[config.mk]
export PLATFORM = sky130hd
export DESIGN_NAME = oam_dma_engine
export DESIGN_NICKNAME = d
export VERILOG_FILES = /design/src/rtl/oam_dma_engine.sv
export SDC_FILE = /design/constraint.sdc
export NUM_CORES = 1
export LEC_CHECK = 0
export CAP_MARGIN = 20
export CELL_PAD_IN_SITES_DETAIL_PLACEMENT = 1
export CELL_PAD_IN_SITES_GLOBAL_PLACEMENT = 2
export CORE_UTILIZATION = 24
export DETAILED_ROUTE_END_ITERATION = 6
export PLACE_DENSITY_LB_ADDON = 0.08
export SYNTH_ARGS = -nofsm -noshare
export SYNTH_HDL_FRONTEND = slang
export SYNTH_SLANG_ARGS = --single-unit
export TNS_END_PERCENT = 100
[constraint.sdc]
create_clock -name I_clock -period 1.91 [get_ports I_clock]
set_input_delay 0.191 -clock I_clock [delete_from_list [all_inputs] [get_ports I_clock]]
set_output_delay 0.191 -clock I_clock [all_outputs]
set_load 0.01 [all_outputs]
[src/rtl/oam_dma_engine.sv]
// OAM DMA engine: stalls the CPU, copies P_count bytes from page I_page to the
// fixed register P_dest through a single shared memory port, one read + one write per byte.
module oam_dma_engine #(
    parameter int          P_count = 256,
    parameter logic [15:0] P_dest  = 16'h2004
) (
    input  logic        I_clock,
    input  logic        I_reset_n,
    input  logic        I_start,
    input  logic [7:0]  I_page,
    input  logic        I_odd,
    output logic        O_busy,
    output logic        O_halt,
    output logic        O_done,
    output logic        G_cs,
    output logic        O_rdwr,
    output logic [15:0] O_addr,
    output logic [7:0]  O_wr_data,
    input  logic [7:0]  I_rd_data
);

    localparam logic [2:0] S_IDLE  = 3'd0;
    localparam logic [2:0] S_HALT  = 3'd1;
    localparam logic [2:0] S_ALIGN = 3'd2;
    localparam logic [2:0] S_READ  = 3'd3;
    localparam logic [2:0] S_WRITE = 3'd4;
    localparam logic [2:0] S_DONE  = 3'd5;

    localparam logic [7:0] LAST_IDX = 8'(P_count - 1);

    logic [2:0] state_q, state_d;
    logic [7:0] page_q,  page_d;
    logic [7:0] index_q, index_d;

    always_comb begin
        state_d = state_q;
        page_d  = page_q;
        index_d = index_q;
        case (state_q)
            S_IDLE: begin
                if (I_start) begin
                    page_d  = I_page;
                    index_d = 8'h00;
                    state_d = S_HALT;
                end
            end
            S_HALT:  state_d = I_odd ? S_ALIGN : S_READ;
            S_ALIGN: state_d = S_READ;
            S_READ:  state_d = S_WRITE;
            S_WRITE: begin
                if (index_q == LAST_IDX) begin
                    state_d = S_DONE;
                end else begin
                    // Index wraps within 8 bits; the page byte is never touched.
                    index_d = index_q + 8'd1;
                    state_d = S_READ;
                end
            end
            S_DONE:  state_d = S_IDLE;
            default: state_d = S_IDLE;
        endcase
    end

    always_ff @(posedge I_clock or negedge I_reset_n) begin
        if (!I_reset_n) begin
            state_q <= S_IDLE;
            page_q  <= 8'h00;
            index_q <= 8'h00;
        end else begin
            state_q <= state_d;
            page_q  <= page_d;
            index_q <= index_d;
        end
    end

    // Outputs decode the state register so reset takes effect without waiting for a clock.
    always_comb begin
        O_busy    = (state_q != S_IDLE);
        O_halt    = 1'b0;
        O_done    = 1'b0;
        G_cs      = 1'b0;
        O_rdwr    = 1'b1;
        O_addr    = 16'h0000;
        O_wr_data = 8'h00;
        case (state_q)
            S_HALT, S_ALIGN: O_halt = 1'b1;
            S_READ: begin
                O_halt = 1'b1;
                G_cs   = 1'b1;
                O_addr = {page_q, index_q};
            end
            S_WRITE: begin
                O_halt    = 1'b1;
                G_cs      = 1'b1;
                O_rdwr    = 1'b0;
                O_addr    = P_dest;
                O_wr_data = I_rd_data;
            end
            S_DONE:  O_done = 1'b1;
            default: ;
        endcase
    end

endmodule

==> impl_metrics.py <==
metrics = {
    "cells_and_area": {
        "num-fill-cells": 521,
        "multi_input_area_um2": 621,
        "num-nets-final": 206,
        "instances_no_fill": 236,
        "antennaDiodeCount": 0,
        "regArea_um2": 478,
        "area_growth_pct": 62.2,
        "fin_util_pct": 41.6,
        "drive_gt1_share_pct": 22.8,
    },
    "logic_synthesis": {
        "synth_area_mm2": 0.00115,
        "synth-async-reset-ratio_pct": 100,
        "ys_warn_count": 0,
        "ys.flop_type": "dfrtp_1",
        "syn_nets": 141,
        "yosysSeqAreaShare_pct": 41.5,
        "synthTopCellsByArea": "dfrtp_1 (41%), mux2_2 (7.9%), and3_1 (7.6%)",
        "syn_inst": 120,
        "synth-edff-count": 0,
        "syn_avg_cell_area_um2": 9.55,
        "yosysTopAreaCellShare_pct": 41.5,
        "ys_seq_elements": 19,
        "yosys.cell_types.count": 32,
        "yosys.area.top_type": "dfrtp_1",
    },
    "status": {
        "violations": "design-rule violations",
        "outcome": "finished, violations left",
    },
    "placement": {
        "numPlacedInstances": 224,
        "dp_hpwl_mm": 2.60,
        "port_buffers": 48,
        "place_congestion": 0.767,
    },
    "clocking": {
        "root_buffer": "clkbuf_8",
        "path_clk_slew_ps": 80,
        "cts_buffer_depth": 2,
        "cts_tree": "built",
        "hold_buffers": 0,
        "cts_htree_levels": 1,
        "cts.sinks": 19,
        "numCtsBuffers": 3,
        "worst_skew_pair.late_latency_ps": 260,
    },
    "detailed_routing": {
        "drtIter0Drc": 35,
        "viasPerCell": 4.97,
        "drt_pass1_iterations": 6,
        "drt_wl_total_mm": 3.64,
        "drc": 5,
        "num_vias": 1172,
        "postRouteAntennaNets": 0,
        "wire_per_inst_um": 15.4,
    },
    "setup_path": {
        "worstPathRequired_ps": 1720,
        "path_max_fanout": 5,
        "end_kind": "primary output",
        "crit_path_start_kind": "register",
        "path_class": "register to primary output",
        "cp.arrival_ps": 1690,
    },
    "floorplan": {
        "core_mm2": 0.00447,
        "fp.dieArea_mm2": 0.00506,
        "rows": 24,
        "dieWidth_um": 71.1,
        "io_pins": 49,
        "initial_utilization_pct": 25.6,
        "die_h_um": 71.1,
    },
    "global_routing": {
        "grt_antenna_before_repair": 0,
        "grt_pass1_wl_mm": 6.02,
        "grt_util_all_layers_pct": 15.0,
        "grt_overflow": 0,
        "grt_pass1_vias": 1235,
        "grt_max_degree": 20,
    },
    "sta": {
        "skew_ps": 7.70,
        "hold_viol": 0,
        "fin_crit_sh_pct": 98.5,
        "max-slew-margin-rel_pct": 82.1,
        "max_freq_ghz": 0.531,
        "worstMarginPinSlew_ps": 268,
        "setup_violations": 0,
        "period_minus_slack_ps": 1880,
        "hold_slack_ps": 271,
        "report.final.slew_viol_count": 0,
    },
    "flow_run": {
        "cap_violations": 0,
    },
    "hold_path": {
        "hp-class": "input port to async pin",
    },
    "power": {
        "cellPowerDensity_mw_per_mm2": 1230,
        "comb_power_share_pct": 55.3,
        "sequentialPowerShare_pct": 32.0,
        "peakVddDrop_v": 0.000401,
        "power.switching_uw": 881,
        "internal-power_uw": 1400,
        "clkPwrFrac_pct": 12.7,
        "p_leak_uw": 0.000993,
        "p_sw_share_pct": 38.5,
    },
}
cell families after synthesis:
| kind of cell | after synthesis | synth area share, % |
|---|---|---|
| buf+inv | 12 | 5.46 |
| simple gates | 54 | 27.6 |
| compound gates | 21 | 12.1 |
| mux | 9 | 9.17 |
| flops | 19 | 41.5 |
| fa+ha+maj | 1 | 1.09 |
| xor+xnor | 4 | 3.06 |
per-layer routing:
layer / track usage (%) / share of wire (%) / vias up
met4: 4.00 / 0.74 / 0
met2: 26.6 / 49 / 39
met1: 18.9 / 45 / 572
met3: 2.56 / 5.1 / 4
met5: 0 / 0 / -
li1: - / - / 557
power by group through the flow:
stage | clock network, uW | registers [uW] | logic (uW)
finish | 290 | 732 | 1260
global route | 314 | 754 | 1380
CTS | 299 | 733 | 1220
detailed placement | 0 | 722 | 1210
global placement | 0 | 706 | 1170
floorplan | 0 | 674 | 672
layout make-up:
cell class | instances | share of cell area [%]
sequential | 19 | 25.7
tap | 52 | 3.50
clock inverter | 1 | 0.404
multi-input combinational | 90 | 33.4
clock buffer | 3 | 2.22
inverter | 4 | 0.942
timing repair buffer | 67 | 33.8
layout by cell type, fill, tap and decap left out, types with 3 or more instances in the layout:
cell type,n
dlymetal6s2s_1,5
nand3_1,8
mux2_2,8
and2_1,9
clkbuf_8,3
clkdlybuf4s50_1,22
and3_1,14
inv_1,3
nand2_1,9
o211ai_1,3
xnor2_1,3
dfrtp_1,17
dlygate4sd2_1,21
nor2_1,3
buf_4,16
o21ai_0,10
synthesized netlist by cell type (all sizes together), types with 2 or more instances:
library cell and n:
a32o 2, and2 9, and3 14, buf 4
clkbuf 4, dfrtp 19, inv 4, mux2 9
nand2 9, nand3 8, nand4 2, nor2 4
nor3 2, o211ai 3, o21ai 11, or3 2
xnor2 3
what timing repair did:
item | CTS | global route
gates resized for setup | 30 | 5
buffers inserted | 4 | 3
endpoints found under the setup margin | 28 | 7
hold endpoints to repair | 0 | 0
gates cloned | 1 | 0
final timing paths:
path / end / slack [ps] / start / cells after the start
min reg2reg: page_q[0] / 510 / page_q[0] / 1
max reg2reg: index_q[5] / 100 / state_q[2] / 8
min in group I_clock: page_q[0] / 510 / page_q[0] / 1
max in group asynchronous: state_q[1] / 1410 / I_reset_n / 2
min: page_q[1] / 270 / I_reset_n / 2
max: O_addr[5] / 30 / state_q[2] / 3
sequential cells by signal (all words and copies together), names as in the netlist:
signal / cells
index_q: 8
page_q: 8
state_q: 3
stage by stage:
| step | setup WS [ps] | area, um2 | total power, uW | TNS (ps) |
|---|---|---|---|---|
| 2_1_floorplan | 297 | 1150 | 1350 | 0 |
| 3_3_place_gp | 148 | 1750 | 1880 | 0 |
| 3_5_place_dp | 75.6 | 1750 | 1940 | 0 |
| 4_1_cts | 0.210 | 1820 | 2250 | 0 |
| 5_1_grt | -15.1 | 1860 | 2450 | -15.1 |
| 6_report | 27.9 | 1860 | 2290 | 0 |
critical path, cell delays in order (launching register included):
cell             delay [ps]
dfrtp_1                 420
and2b_4                 300
and3_1                  180
clkdlybuf4s50_1         530
No activity file was read; power rests on OpenSTA's default activity.
